### config.mk
export PLATFORM = sky130hd
export DESIGN_NAME = fma_sched_flat
export DESIGN_NICKNAME = d
export VERILOG_FILES = /design/src/rtl/fma_sched_if.sv /design/src/rtl/fma_sched.sv /design/src/flat_wrapper.sv
export SDC_FILE = /design/constraint.sdc
export NUM_CORES = 1
export LEC_CHECK = 0
export CORE_AREA = 2 2 118 97
export DETAILED_ROUTE_END_ITERATION = 6
export DIE_AREA = 0 0 120 99
export GPL_ROUTABILITY_DRIVEN = 0
export GPL_TIMING_DRIVEN = 0
export PLACE_DENSITY = 0.82
export SYNTH_ARGS = -nofsm -noshare
export SYNTH_HDL_FRONTEND = slang
export SYNTH_SLANG_ARGS = --single-unit
### constraint.sdc
create_clock -name clk -period 1.72 [get_ports clk]
set_clock_uncertainty 0.2 [all_clocks]
set_input_delay 0.344 -clock clk [delete_from_list [all_inputs] [get_ports clk]]
set_output_delay 0.344 -clock clk [all_outputs]
set_load 0.005 [all_outputs]
### src/rtl/fma_sched_if.sv
// Command and read-response bus between one requester and the FMA issue scheduler.
// The requester is the master; fma_sched is the slave.
interface fma_sched_if;
  logic        cmd_valid;
  logic        cmd_ready;
  logic [2:0]  cmd_op;
  logic [1:0]  cmd_lane;
  logic [31:0] cmd_x;
  logic [31:0] cmd_y;
  logic        rsp_valid;
  logic        rsp_ready;
  logic [1:0]  rsp_lane;

  modport master (
    output cmd_valid, cmd_op, cmd_lane, cmd_x, cmd_y, rsp_ready,
    input  cmd_ready, rsp_valid, rsp_lane
  );

  modport slave (
    input  cmd_valid, cmd_op, cmd_lane, cmd_x, cmd_y, rsp_ready,
    output cmd_ready, rsp_valid, rsp_lane
  );
endinterface

### src/rtl/fma_sched.sv
// Issue scheduler for the 4-lane FMA accumulate datapath: a mul/aln/add token pipeline
// with per-lane hazard stalls, one-cycle lane clears, and drained lane reads.
module fma_sched #(
  parameter int unsigned LANES = 4,
  parameter int unsigned CNT_W = 16
) (
  input  logic             clk,
  input  logic             reset,
  fma_sched_if.slave       bus,
  output logic             mul_en,
  output logic [31:0]      mul_a,
  output logic [31:0]      mul_b,
  output logic             aln_en0,
  output logic [LANES-1:0] aln_en1,
  output logic             add_en,
  output logic [LANES-1:0] clr_en,
  output logic             busy,
  output logic             err,
  output logic [CNT_W-1:0] ops_done
);

  typedef enum logic [1:0] {StIdle, StDrain, StResp} state_e;

  localparam logic [2:0] OpMac  = 3'd1;
  localparam logic [2:0] OpMac4 = 3'd2;
  localparam logic [2:0] OpClr  = 3'd3;
  localparam logic [2:0] OpRd   = 3'd4;

  state_e           state_q, state_d;
  logic             en_q;
  logic             s0_valid_q, s0_valid_d;
  logic             s1_valid_q, s1_valid_d;
  logic             s2_valid_q, s2_valid_d;
  logic [LANES-1:0] s0_mask_q, s0_mask_d;
  logic [LANES-1:0] s1_mask_q, s1_mask_d;
  logic [31:0]      mul_a_q, mul_a_d;
  logic [31:0]      mul_b_q, mul_b_d;
  logic [LANES-1:0] clr_q, clr_d;
  logic             rsp_valid_q, rsp_valid_d;
  logic [1:0]       rsp_lane_q, rsp_lane_d;
  logic             err_q, err_d;
  logic [CNT_W-1:0] ops_q, ops_d;

  logic [LANES-1:0] lane_oh;
  logic [LANES-1:0] cmd_mask;
  logic             hazard;
  logic             cmd_ready;
  logic             accept;
  logic             issue;
  logic             pipe_empty;

  // Lanes a command would touch; NOP, RD and illegal ops touch none and never stall.
  always_comb begin
    lane_oh  = LANES'(1) << bus.cmd_lane;
    cmd_mask = '0;
    case (bus.cmd_op)
      OpMac, OpClr: cmd_mask = lane_oh;
      OpMac4:       cmd_mask = '1;
      default:      cmd_mask = '0;
    endcase
    // s0/s1 masks are zero whenever their stage is empty.
    hazard     = |(cmd_mask & (s0_mask_q | s1_mask_q));
    cmd_ready  = en_q && (state_q == StIdle) && !hazard;
    accept     = bus.cmd_valid && cmd_ready;
    issue      = accept && ((bus.cmd_op == OpMac) || (bus.cmd_op == OpMac4));
    pipe_empty = !(s0_valid_q || s1_valid_q || s2_valid_q);
  end

  always_comb begin
    s0_valid_d = issue;
    s0_mask_d  = issue ? cmd_mask : '0;
    s1_valid_d = s0_valid_q;
    s1_mask_d  = s0_mask_q;
    s2_valid_d = s1_valid_q;
    mul_a_d    = issue ? bus.cmd_x : mul_a_q;
    mul_b_d    = issue ? bus.cmd_y : mul_b_q;
    clr_d      = (accept && (bus.cmd_op == OpClr)) ? lane_oh : '0;
    err_d      = err_q || (accept && (bus.cmd_op > OpRd));
    // Counted as the token enters the adder, so the count steps with add_en.
    ops_d      = ops_q + CNT_W'(s1_valid_q);
  end

  always_comb begin
    state_d     = state_q;
    rsp_valid_d = rsp_valid_q;
    rsp_lane_d  = rsp_lane_q;
    case (state_q)
      StIdle: begin
        if (accept && (bus.cmd_op == OpRd)) begin
          state_d    = StDrain;
          rsp_lane_d = bus.cmd_lane;
        end
      end
      StDrain: begin
        if (pipe_empty) begin
          state_d     = StResp;
          rsp_valid_d = 1'b1;
        end
      end
      StResp: begin
        if (bus.rsp_ready) begin
          state_d     = StIdle;
          rsp_valid_d = 1'b0;
        end
      end
      default: state_d = StIdle;
    endcase
  end

  always_ff @(posedge clk or negedge reset) begin
    if (!reset) begin
      state_q     <= StIdle;
      en_q        <= 1'b0;
      s0_valid_q  <= 1'b0;
      s1_valid_q  <= 1'b0;
      s2_valid_q  <= 1'b0;
      s0_mask_q   <= '0;
      s1_mask_q   <= '0;
      mul_a_q     <= '0;
      mul_b_q     <= '0;
      clr_q       <= '0;
      rsp_valid_q <= 1'b0;
      rsp_lane_q  <= '0;
      err_q       <= 1'b0;
      ops_q       <= '0;
    end else begin
      state_q     <= state_d;
      en_q        <= 1'b1;
      s0_valid_q  <= s0_valid_d;
      s1_valid_q  <= s1_valid_d;
      s2_valid_q  <= s2_valid_d;
      s0_mask_q   <= s0_mask_d;
      s1_mask_q   <= s1_mask_d;
      mul_a_q     <= mul_a_d;
      mul_b_q     <= mul_b_d;
      clr_q       <= clr_d;
      rsp_valid_q <= rsp_valid_d;
      rsp_lane_q  <= rsp_lane_d;
      err_q       <= err_d;
      ops_q       <= ops_d;
    end
  end

  assign bus.cmd_ready = cmd_ready;
  assign bus.rsp_valid = rsp_valid_q;
  assign bus.rsp_lane  = rsp_lane_q;
  assign mul_en        = s0_valid_q;
  assign mul_a         = mul_a_q;
  assign mul_b         = mul_b_q;
  assign aln_en0       = s1_valid_q;
  assign aln_en1       = s1_mask_q;
  assign add_en        = s2_valid_q;
  assign clr_en        = clr_q;
  assign busy          = !pipe_empty || (state_q != StIdle);
  assign err           = err_q;
  assign ops_done      = ops_q;

endmodule

### src/flat_wrapper.sv
// flat-port wrapper written by rule: the top's interface ports become plain ports
module fma_sched_flat 
#(
  parameter int unsigned LANES = 4,
  parameter int unsigned CNT_W = 16
)
  (clk, reset, mul_en, mul_a, mul_b, aln_en0, aln_en1, add_en, clr_en, busy, err, ops_done, bus_cmd_valid, bus_cmd_op, bus_cmd_lane, bus_cmd_x, bus_cmd_y, bus_rsp_ready, bus_cmd_ready, bus_rsp_valid, bus_rsp_lane);
  fma_sched_if bus_i ();
  input  logic clk;
  input  logic reset;
  output logic mul_en;
  output logic [31:0] mul_a;
  output logic [31:0] mul_b;
  output logic aln_en0;
  output logic [LANES-1:0] aln_en1;
  output logic add_en;
  output logic [LANES-1:0] clr_en;
  output logic busy;
  output logic err;
  output logic [CNT_W-1:0] ops_done;
  input wire logic [$bits(bus_i.cmd_valid)-1:0] bus_cmd_valid;
  input wire logic [$bits(bus_i.cmd_op)-1:0] bus_cmd_op;
  input wire logic [$bits(bus_i.cmd_lane)-1:0] bus_cmd_lane;
  input wire logic [$bits(bus_i.cmd_x)-1:0] bus_cmd_x;
  input wire logic [$bits(bus_i.cmd_y)-1:0] bus_cmd_y;
  input wire logic [$bits(bus_i.rsp_ready)-1:0] bus_rsp_ready;
  output wire logic [$bits(bus_i.cmd_ready)-1:0] bus_cmd_ready;
  output wire logic [$bits(bus_i.rsp_valid)-1:0] bus_rsp_valid;
  output wire logic [$bits(bus_i.rsp_lane)-1:0] bus_rsp_lane;
  assign bus_i.cmd_valid = bus_cmd_valid;
  assign bus_i.cmd_op = bus_cmd_op;
  assign bus_i.cmd_lane = bus_cmd_lane;
  assign bus_i.cmd_x = bus_cmd_x;
  assign bus_i.cmd_y = bus_cmd_y;
  assign bus_i.rsp_ready = bus_rsp_ready;
  assign bus_cmd_ready = bus_i.cmd_ready;
  assign bus_rsp_valid = bus_i.rsp_valid;
  assign bus_rsp_lane = bus_i.rsp_lane;
  fma_sched #(.LANES(LANES), .CNT_W(CNT_W)) u_core (.clk(clk), .reset(reset), .bus(bus_i), .mul_en(mul_en), .mul_a(mul_a), .mul_b(mul_b), .aln_en0(aln_en0), .aln_en1(aln_en1), .add_en(add_en), .clr_en(clr_en), .busy(busy), .err(err), .ops_done(ops_done));
endmodule
=== Yosys cells after proc, flatten, opt, wreduce, memory -nomap -nowiden ===
Cells that the tools add are included.

* Register bits after elaboration: 102
* Bits of input ports: 73
* Output and inout bits: 97
* Logic and storage cells: 59

* Add/sub/neg operators: 1
* $lt $le $gt $ge: 1
* Eq/ne operators: 9
* Shift-type cells: 1
* Mux-type cells: 10
* Bitwise gates (word level): 2
* Reductions and logical operators: 21

{| class="wikitable"
|+ Operators by type and width
! cell !! count
|-
| $add 16x1->16 || 1
|-
| $mux 4 || 2
|-
| $pmux 4 s2 || 1
|-
| $logic_and 1x1->1 || 7
|-
| $eq 3x2->1 const B || 2
|-
| $mux 2 || 3
|-
| $ne 2x2->1 const B || 3
|-
| $pmux 2 s3 || 1
|-
| $reduce_and 3->1 || 2
|-
| $logic_or 1x1->1 || 5
|-
| $and 4x4->4 || 1
|-
| $or 4x4->4 || 1
|-
| $reduce_bool 2->1 || 2
|-
| $reduce_or 4->1 || 1
|-
| $shl 1x2->4 const A || 1
|-
| $eq 3x1->1 const B || 1
|-
| $eq 3x3->1 const B || 1
|-
| $gt 3x3->1 const B || 1
|-
| $eq 2x1->1 const B || 1
|-
| $eq 2x2->1 const B || 1
|-
| $logic_not 2->1 || 1
|-
| $mux 1 || 2
|-
| $pmux 1 s2 || 1
|-
| $reduce_and 2->1 || 1
|-
| other kinds (2) || 2
|}

=== Logic depth before layout (Yosys ltp) ===
Gate-level depths: netlist of run 1.

* Depth in word-level cells: 11
* Depth in mapped cells: 8
* Mapped depth without buffers: 6

=== Worst setup path before layout of run 1 ===
OpenSTA, ideal clock, no wires.

* Path type: in2reg
* Start: in bus_cmd_op[0]
* End: reg u_core.mul_a_q[21], in the netlist u_core.mul_a[21]
* Setup time: 125 ps
* Arrival: 1754 ps
* Data required time: 1395 ps
* Path slack: -359 ps
* Cell stages on the path: 8
* Path buffers: 3
* Path through: buf_2 -> nor2b_4 -> a31oi_1 -> o32a_2 -> nand3_4 -> buf_12 -> buf_12 -> mux2_4

* Longest elaborated chain between the ends: 9
* Elaborated cells between the ends (all ways): 12
* Classes of those cells: eq/ne (3); mux (1); bitwise (1); reduce/logical (7)

{| class="wikitable"
|+ Ends and longest elaborated chain
! what !! RTL line !! source
|-
| start, declared || flat_wrapper.sv:22 || <nowiki>input wire logic [$bits(bus_i.cmd_op)-1:0] bus_cmd_op;</nowiki>
|-
| $eq 3x2->1 or $eq 3x1->1 (tied branches) || fma_sched.sv:56, fma_sched.sv:65 ||
|-
| $reduce_or 2->1 || fma_sched.sv:56 || <nowiki>case (bus.cmd_op)</nowiki>
|-
| $pmux 4 s2 || fma_sched.sv:56 ||
|-
| $and 4x4->4 || fma_sched.sv:62 || <nowiki>hazard = |(cmd_mask & (s0_mask_q | s1_mask_q));</nowiki>
|-
| $reduce_or 4->1 || fma_sched.sv:62 ||
|-
| $logic_not 1->1 || fma_sched.sv:63 || <nowiki>cmd_ready = en_q && (state_q == StIdle) && !hazard;</nowiki>
|-
| $logic_and 1x1->1 || fma_sched.sv:63 ||
|-
| $logic_and 1x1->1 || fma_sched.sv:64 || <nowiki>accept = bus.cmd_valid && cmd_ready;</nowiki>
|-
| $logic_and 1x1->1 * || fma_sched.sv:65 || <nowiki>issue = accept && ((bus.cmd_op == OpMac) || (bus.cmd_op == OpMac4));</nowiki>
|-
| end signal, assigned || fma_sched.sv:134 || <nowiki>mul_a_q <= mul_a_d;</nowiki>
|-
| end, declared || fma_sched.sv:36 || <nowiki>logic [31:0] mul_a_q, mul_a_d;</nowiki>
|}

Mark *: on every way between the ends. The rest lies on a longest branch, timed or not.
A chain may end at the register's enable or synchronous reset.

=== Final worst setup path of run 1 ===
* Start: in bus_cmd_lane[0]
* End: reg u_core.mul_a_q[14], in the netlist u_core.mul_a[14]

* Longest elaborated chain between the ends: 8

{| class="wikitable"
|+ Ends and longest elaborated chain
! what !! RTL line !! source
|-
| start, declared || flat_wrapper.sv:23 || <nowiki>input wire logic [$bits(bus_i.cmd_lane)-1:0] bus_cmd_lane;</nowiki>
|-
| $shl 1x2->4 || fma_sched.sv:54 || <nowiki>lane_oh = LANES'(1) << bus.cmd_lane;</nowiki>
|-
| $pmux 4 s2 || fma_sched.sv:56 ||
|-
| $and 4x4->4 || fma_sched.sv:62 ||
|-
| $reduce_or 4->1 || fma_sched.sv:62 ||
|-
| $logic_not 1->1 || fma_sched.sv:63 ||
|-
| $logic_and 1x1->1 || fma_sched.sv:63 ||
|-
| $logic_and 1x1->1 || fma_sched.sv:64 ||
|-
| $logic_and 1x1->1 || fma_sched.sv:65 ||
|}

Every way passes these cells.

==> impl_metrics.yaml, run 1 <==
clock_tree:
  cts_tree: "built"
  clk_pin_slew_ns: 0.06
  insertion_delay_ns: 0.33
  cts_inserted_buffers: 9
  cts_max_level: 3
  clock_sinks: 102
  clockBufferDepth: 2
  root_buffer: "clkbuf_16"
timing:
  fin_hold_ws_ns: 0.1219
  rsz0062_at_grt: "true"
  max_freq_mhz: 508.4
  fin_crit_sh: 1.144
  setup_violations: 76
  worstMarginPinSlew_ns: 0.5758
  fin_crit_ns: 1.967
  final.setup.tns_ns: -14.69
  relSlewSlack: 0.6161
  drv_slew: 0
  finalWorstSetupSlack_ns: -0.2470
  hold_viol: 0
global_route:
  grt.overflow.total: 0
  antenna_found_initial: 0
  track_usage: 0.1793
  grt_pass1_wl_mm: 16.62
  grt_pass1_vias: 3231
  grt_max_degree: 62
yosys:
  yosys.cell_types.count: 33
  netlist_area_mm2: 0.003951
  avgSynthCellArea_um2: 15.08
  ys_seq_area_frac: 0.6460
  synth_cells: 262
  ys_warn_count: 0
  syn_nets: 337
  ys_ff_latch: 102
place:
  hpwl_mm: 6.990
  post_dp_cell_area_mm2: 0.005929
  pre_cts_slack_ns: -1.100
  io_buffers: 168
floorplanning:
  core.rowCount: 34
  core_area_mm2: 0.01068
  die_y_um: 99
  io_pins: 170
  fp.dieW_um: 120
  dieArea_mm2: 0.01188
  initial_utilization: 0.3700
final_layout:
  fin_util: 0.6455
  diodes: 0
  drive_gt1_frac: 0.3696
  fin_nets: 577
  syn_to_final_growth_pct: 74.45
  finalInstanceArea_mm2: 0.006893
critical_path:
  critPathCaptureType: "register"
  critPathArrivalTime_ns: 1.98
  path_class: "primary input to register"
  cp.required_ns: 1.73
  crit_path_max_fanout: 6
  cp-start-kind: "primary input"
detailed_routing:
  initialDrtViolationCount: 73
  routed_wl_mm: 10.62
  vias: 3007
  drt-pass1-iter-count: 4
  drc: 0
  avgViaCountPerCell: 4.626
  ant_nets: 0
  avgRoutedWirePerCell_um: 16.34
pwr:
  p_leak_nw: 3.480
  pwr-share-clk: 0.251
  netSwitchingPower_mw: 1.804
  internal_power_mw: 5.352
  powerDensity_mw_per_mm2: 1038
  p_sw_frac: 0.2522
  p_comb_frac: 0.305
  ir_worst_vdd_mv: 0.5737
  seqPwrFrac: 0.444
min_path:
  hp-class: "primary input to register"
outcome:
  outcome: "finished, violations left"
  failed_checks: "negative setup slack"
flow_run:
  max-cap-violations: 0
==> cell usage after synthesis <==
master     number  area (um2)
inv_1           4       15.01
buf_6           3       33.78
o21ai_0         3       15.01
o22a_2          1       10.01
nor3_1          7       35.03
mux2_2         61       686.9
nor2b_4         1       13.76
o211a_1         1       10.01
dfrtp_1       102        2552
o32a_2          1       11.26
nand4_1         4       25.02
xor2_1          4       35.03
buf_2           1       5.000
nand3_1         5       25.02
and3_1          5       31.28
buf_12          2       40.04
conb_1          1       3.750
nor2_1         12       45.04
nand2_1         9       33.78
ha_1            2       25.02
mux2_4          5       75.07
or2_2           2       12.51
a31oi_1         4       25.02
xnor2_1        11       96.34
a21oi_1         1       5.000
nand3_4         1       17.52
and4_1          1       8.760
buf_4           2       15.01
and2_1          1       6.260
o2111ai_1       1       8.760
nor3b_1         1       7.510
nor2b_1         1       6.260
o21bai_1        2       15.01
==> through the flow <==
stage / power (mW) / std cells
CTS: 7.133 / 641
finish: 7.156 / 650
global route: 7.556 / 650
detailed placement: 5.297 / 575
floorplan: 3.862 / 262
global placement: 5.207 / 574
==> state kept, by name, summed over array words and instances, names as in the netlist <==
| register | cells |
|---|---|
| u_core.bus.rsp_valid | 1 |
| u_core.mul_en | 1 |
| u_core.mul_a | 32 |
| u_core.bus.rsp_lane | 2 |
| u_core.ops_done | 16 |
| u_core.err | 1 |
| u_core.aln_en0 | 1 |
| u_core.state_q | 2 |
| u_core.en_q | 1 |
| u_core.aln_en1 | 4 |
| u_core.add_en | 1 |
| u_core.mul_b | 32 |
| u_core.clr_en | 4 |
| u_core.s0_mask_q | 4 |
==> what timing repair did <==
item                       in CTS  in global routing
cloned                          0                  1
setup endpoints to repair     175                 81
hold buffers                    1                  0
pin swaps                       6                 18
hold endpoints to repair       41                  0
gates resized for setup       166                 38
setup buffers                  50                  9
==> final timing paths <==
kind	start	to	slack (ns)	depth (start not counted)
worst max-delay path	bus_cmd_lane[0]	u_core.mul_a[14]	-0.25	9
max in group asynchronous	reset	u_core.ops_done[6]	0.28	3
worst min-delay path	bus_cmd_lane[1]	u_core.clr_en[0]	0.12	2
worst min register to register	u_core.s0_mask_q[1]	u_core.aln_en1[1]	0.19	0
worst max register to register	u_core.state_q[0]	u_core.mul_a[14]	-0.25	7
min in group asynchronous	reset	u_core.state_q[0]	0.34	2
==> cells by family after synthesis <==
logic type      count (synthesis)  share of synthesized area
simple gates                   50                    0.06776
xor+xnor                       15                    0.03325
buf+inv                        12                    0.02755
other cells                     1                  0.0009491
mux                            66                     0.1928
flops                         102                     0.6460
compound gates                 14                    0.02533
fa+ha+maj                       2                   0.006332
==> metal layers <==
metal / track usage / up-vias / share of wire
li1: - / 1392 / -
met1: 0.2061 / 1490 / 0.39
met2: 0.3212 / 107 / 0.52
met3: 0.05613 / 18 / 0.064
met4: 0.05249 / 0 / 0.018
met5: 0 / - / 0
==> layout make-up <==
cell class / count / area (um2)
inverters: 4 / 17.52
multi-input cells: 148 / 1637
fillers: 830 / 3785
well taps: 144 / 180.2
clock buffers: 11 / 232.7
plain buffers: 8 / 130.1
clock inverters: 4 / 25.02
flip-flops and latches: 102 / 2555
repair buffers: 229 / 2116
==> power by group through the flow <==
stage               Clock (mW)  Sequential [mW]  Combinational, mW
floorplan                    0             3.27              0.594
global placement             0             3.22               1.99
detailed placement           0             3.26               2.04
CTS                       1.86             3.17               2.11
global route              1.96             3.25               2.34
finish                    1.80             3.18               2.18
==> layout by cell type (no fill, tap or decap), types with 5 or more instances in the layout <==
cell type and n:
dlygate4sd2_1 94, mux2_4 44, xnor2_1 10, nor2_4 5, dfrtp_1 100, clkbuf_16 10, nand2_1 8, buf_6 10
buf_4 49, buf_12 7, clkdlybuf4s50_1 66, mux2_2 22
==> worst max-delay path, stage by stage <==
cell and delay (ns):
clkdlybuf4s15_2 0.30, inv_4 0.08, a31oi_4 0.20, o22a_2 0.17, buf_4 0.12, nand3_4 0.13, buf_12 0.18, clkbuf_16 0.15
mux2_4 0.30
No activity file was read; power rests on OpenSTA's default activity.
==> run 2: changes to the inputs <==
- CAP_MARGIN: unset -> 20
==> impl_metrics.yaml, run 2 (synthesized netlist as in run 1, its figures left out) <==
outcome:
  outcome: "finished, violations left"
  failed_checks: "negative setup slack"
critical_path:
  worstReg2RegEnd: "u_core.mul_a[14]"
  path_class: "primary input to register"
  worst-r2r-setup-slack_ns: -0.25
  critPathArrivalTime_ns: 1.98
  critPathCaptureType: "register"
  crit_path_max_fanout: 6
  critical_path.reg2reg.startpoint: "u_core.state_q[0]"
  cp.required_ns: 1.73
  cp-start-kind: "primary input"
  rr_worst_depth: 7
place:
  io_buffers: 168
  post_dp_cell_area_mm2: 0.005929
  hpwl_mm: 6.990
floorplanning:
  initial_utilization: 0.3700
  core.rowCount: 34
  core_area_mm2: 0.01068
  die_y_um: 99
  fp.dieW_um: 120
  io_pins: 170
  dieArea_mm2: 0.01188
final_layout:
  diodes: 0
  syn_to_final_growth_pct: 74.45
  drive_gt1_frac: 0.3696
  mostFrequentLayoutCell: "dfrtp_1"
  fin_nets: 577
  finalInstanceArea_mm2: 0.006893
  layout_common_cells: "dfrtp_1 (100), dlygate4sd2_1 (94), clkdlybuf4s50_1 (66)"
clock_tree:
  root_buffer: "clkbuf_16"
  cts_tree: "built"
  cts_max_level: 3
  insertion_delay_ns: 0.33
  clk_pin_slew_ns: 0.06
  clockBufferDepth: 2
  cts_inserted_buffers: 9
  clock_sinks: 102
timing:
  drv_slew: 0
  relSlewSlack: 0.6161
  hold_viol: 0
  fin_crit_ns: 1.967
  max_freq_mhz: 508.4
  fin_hold_ws_ns: 0.1219
  finalWorstSetupSlack_ns: -0.2470
  worstMarginPinSlew_ns: 0.5758
  setup_violations: 76
  fin_crit_sh: 1.144
  rsz0062_at_grt: "true"
detailed_routing:
  wl_met2_mm: 5.569
  routed_wl_mm: 10.62
  avgRoutedWirePerCell_um: 16.34
  vias: 3007
  maxUsedRoutingLayer: "met4"
  drc: 0
  routedLengthMet1_mm: 4.176
  avgViaCountPerCell: 4.626
  initialDrtViolationCount: 73
  drt-pass1-iter-count: 4
  ant_nets: 0
  wl_met3_um: 684
global_route:
  track_usage: 0.1793
  grt_pass1_wl_mm: 16.62
  grt.overflow.total: 0
  grt_pass1_vias: 3231
  grt_max_degree: 62
  antenna_found_initial: 0
min_path:
  hold_path_end: "u_core.clr_en[0]"
  holdCritStartpoint: "bus_cmd_lane[1]"
  holdPathStages: 2
  hp-class: "primary input to register"
flow_run:
  max-cap-violations: 0
pwr:
  p_leak_nw: 3.480
  ir_worst_vdd_mv: 0.5737
  powerDensity_mw_per_mm2: 1038
run 2: cell counts in the layout (fill, tap and decap cells not counted):
Identical to the previous run, type by type.
run 2: worst max-delay path by stage:
| stage | startpoint | endpoint | slack (ns) | cells after the start |
|---|---|---|---|---|
| after CTS | u_core.aln_en1[3] | u_core.mul_a[20] | -0.29 | 7 |
| after global placement | reset | u_core.mul_b[5] | -3.56 | 1 |
| after global routing | u_core.state_q[0] | u_core.mul_a[14] | -0.31 | 7 |
| after detailed placement | bus_cmd_lane[0] | bus_cmd_ready | -1.10 | 6 |
| final | bus_cmd_lane[0] | u_core.mul_a[14] | -0.25 | 9 |
| after floorplan | bus_cmd_op[0] | u_core.mul_a[21] | -0.31 | 8 |
run 2: repair_timing:
action                     CTS  global route
setup endpoints to repair  175            81
resized for setup          166            38
buffers inserted            50             9
pin swaps                    6            18
hold buffers                 1             0
gates cloned                 0             1
hold endpoints to repair    41             0
run 2: area by class of cell:
type / instances / area, um2
Fill cell: 830 / 3785
Sequential cell: 102 / 2555
Timing Repair Buffer: 229 / 2116
Multi-Input combinational cell: 148 / 1637
Clock buffer: 11 / 232.7
Tap cell: 144 / 180.2
Buffer: 8 / 130.1
Clock inverter: 4 / 25.02
Inverter: 4 / 17.52
run 2: critical path, cell delays in order:
cell	delay, ns
clkdlybuf4s15_2	0.30
inv_4	0.08
a31oi_4	0.20
o22a_2	0.17
buf_4	0.12
nand3_4	0.13
buf_12	0.18
clkbuf_16	0.15
mux2_4	0.30
run 2: through the flow:
stage | power [mW] | utilization | instances | setup TNS, ns | worst slack (ns)
final | 7.156 | 0.6455 | 650 | -14.69 | -0.2470
after global routing | 7.556 | 0.6455 | 650 | -19.69 | -0.3085
after CTS | 7.133 | 0.6246 | 641 | -16.12 | -0.2859
after detailed placement | 5.297 | 0.5553 | 575 | -69.93 | -1.100
after global placement | 5.207 | 0.5530 | 574 | -428.00 | -3.561
after floorplan | 3.862 | - | 262 | -16.64 | -0.3114
run 2: power breakdown:
group	internal, mW	switching [mW]	leakage, nW
clock network	0.969	0.827	0.121
logic	1.47	0.717	2.08
registers	2.92	0.261	1.28
run 2: routing by layer:
metal,vias up,global-route usage
met2,107,0.3212
met1,1490,0.2061
li1,1392,-
met3,18,0.05613
met5,-,0
met4,0,0.05249
==> run 3: changes to the inputs <==
- ABC_AREA: unset -> 1
- CORE_AREA: 2 2 118 97 -> 2 2 120 99
- DIE_AREA: 0 0 120 99 -> 0 0 122 101
- GPL_TIMING_DRIVEN: 0 -> unset
- PLACE_DENSITY: 0.82 -> 0.83
- TNS_END_PERCENT: unset -> 30
==> impl_metrics.yaml, run 3 <==
floorplanning:
  core_area_mm2: 0.01117
  io_pins: 170
  die_y_um: 101
  dieArea_mm2: 0.01232
  fp.dieW_um: 122
  initial_utilization: 0.3802
  core.rowCount: 35
timing:
  max_freq_mhz: 508.8
  fin_crit_sh: 1.143
  drv_slew: 0
  hold_viol: 0
  rsz0062_at_grt: "true"
  fin_hold_ws_ns: 0.1173
  setup_violations: 80
  finalWorstSetupSlack_ns: -0.2455
  fin_crit_ns: 1.965
place:
  post_dp_cell_area_mm2: 0.006369
  io_buffers: 169
  place_inst: 786
  hpwl_mm: 8.440
yosys:
  yosys.area.top_type: "dfrtp_1"
  async_reset_ff_frac: 1.000
  ys_warn_count: 0
  avgSynthCellArea_um2: 9.290
  synth_top_area_frac: 0.6012
  ys_ff_latch: 102
  synth_cells: 457
  yosysMostFrequentCell: "nand2_1"
  synth_edf_count: 0
  netlist_area_mm2: 0.004245
  syn_nets: 532
  netlist_top_cells_area: "dfrtp_1 (60%), nand2_1 (14%), nand4_1 (10%)"
  yosys.cell_types.count: 26
  yosys-top-cells-count: "nand2_1 (161), dfrtp_1 (102), nand4_1 (71)"
  synthFlopType: "dfrtp_1"
  ys_seq_area_frac: 0.6012
pwr:
  p_comb_frac: 0.263
  seqPwrFrac: 0.452
  powerDensity_mw_per_mm2: 935.3
  finalPower_mw: 6.938
  p_leak_nw: 3.843
  internal_power_mw: 4.977
  ir_worst_vdd_mv: 0.5724
  p_sw_frac: 0.2827
  pwr-share-clk: 0.285
  netSwitchingPower_mw: 1.961
critical_path:
  critPathCaptureType: "register"
  critPathArrivalTime_ns: 1.98
  crit_path_max_fanout: 12
  worst-r2r-setup-slack_ns: -0.25
  cp-start-kind: "register"
  path_class: "register to register"
  cp.required_ns: 1.74
clock_tree:
  cts_inserted_buffers: 9
  root_buffer: "clkbuf_16"
  cts_tree: "built"
  insertion_delay_ns: 0.33
  cts_max_level: 3
  clock_sinks: 102
  clk_pin_slew_ns: 0.07
  clockBufferDepth: 2
global_route:
  grt.overflow.total: 0
  antenna_found_initial: 0
  track_usage: 0.2058
  grt_pass1_vias: 4094
  grt_pass1_wl_mm: 19.84
  grt_max_degree: 64
outcome:
  failed_checks: "negative setup slack"
  outcome: "finished, violations left"
final_layout:
  finalInstanceArea_mm2: 0.007418
  drive_gt1_frac: 0.2698
  layout_common_cells: "nand2_1 (111), dfrtp_1 (101), dlygate4sd2_1 (92)"
  mostFrequentLayoutCell: "nand2_1"
  diodes: 0
  syn_to_final_growth_pct: 74.74
  finalNonFillerCells: 841
  fin_nets: 763
detailed_routing:
  avgViaCountPerCell: 4.976
  drt-pass1-iter-count: 5
  vias: 4185
  initialDrtViolationCount: 280
  ant_nets: 0
  routed_wl_mm: 13.81
  drc: 0
  avgRoutedWirePerCell_um: 16.43
flow_run:
  max-cap-violations: 0
min_path:
  hp-class: "primary input to register"
## run 3: cell count changes after synthesis, sizes merged, moves of 6 or more
cell,delta
buf,+12
inv,+26
nand4,+68
mux2,-66
nand2,+152
clkbuf,+9
nor2,+10
xnor2,-6
## run 3: routing by layer
layer / share of wire / wire length [um] / GRT usage / up-vias
met1: 0.41 / 5702 / 0.2515 / 2036
met3: 0.064 / 890 / 0.05543 / 23
met2: 0.50 / 6974 / 0.3528 / 161
met5: 0 / 0 / 0 / -
li1: - / - / - / 1965
met4: 0.018 / 247 / 0.07162 / 0
## run 3: final timing paths
check | start | to | cells past startpoint
max | u_core.s0_mask_q[3] | u_core.mul_b[17] | 11
min | bus_cmd_op[2] | u_core.err | 3
max reg2reg | u_core.s0_mask_q[3] | u_core.mul_b[17] | 11
min reg2reg | u_core.s0_mask_q[2] | u_core.aln_en1[2] | 0
max in group asynchronous | reset | u_core.ops_done[6] | 3
min in group asynchronous | reset | u_core.s0_mask_q[2] | 3
## run 3: stage by stage
stage / setup TNS [ns] / setup slack (ns) / utilization
finish: -13.55 / -0.2455 / 0.6643
global route: -19.99 / -0.3188 / 0.6643
CTS: -10.97 / -0.2287 / 0.6235
detailed placement: -57.92 / -0.9234 / 0.5703
global placement: -51.01 / -0.8121 / 0.5703
floorplan: -0.008139 / -0.004756 / -
## run 3: what timing repair did
action,CTS,global route
setup endpoints to repair,180,89
hold buffers,1,0
hold endpoints to repair,102,0
buffers inserted,23,7
gates cloned,4,6
pin swaps,20,11
gates resized for setup,158,83
## run 3: logic make-up (layout without fill, tap and decap cells)
family                   Yosys count  in the layout  synth area share
AO/OA/AOI/OAI                      4              4          0.005302
XOR/XNOR                          14             14           0.02888
adder cells (fa/ha/maj)            2              2          0.005894
buffers and inverters             59            295           0.06071
flip-flops                       102            102            0.6012
other                              1              1         0.0008833
AND/OR/NAND/NOR                  275            275            0.2971
## run 3: area by class of cell
| type | instances | area (um2) |
|---|---|---|
| clock buffers | 10 | 229.0 |
| flip-flops and latches | 102 | 2554 |
| inverters | 30 | 115.1 |
| clock inverters | 6 | 62.56 |
| fillers | 891 | 3749 |
| multi-input cells | 296 | 1797 |
| well taps | 148 | 185.2 |
| repair buffers | 249 | 2476 |
## run 3: worst max-delay path, cell delays in order (launching register included)
cell and delay, ns:
dfrtp_1 0.38, or2_1 0.24, nand2_2 0.10, buf_6 0.10
buf_6 0.08, nand2_4 0.05, nor2_4 0.11, nand4_4 0.10
buf_12 0.17, clkbuf_16 0.17, nand2_1 0.07, nand2_1 0.07
## run 3: power groups by stage
stage	logic (mW)	clock network (mW)	registers, mW
after floorplan	0.455	0	3.13
after global placement	1.74	0	3.10
after detailed placement	1.81	0	3.11
after CTS	1.65	2.03	3.06
after global routing	2.00	2.13	3.19
final	1.83	1.98	3.14
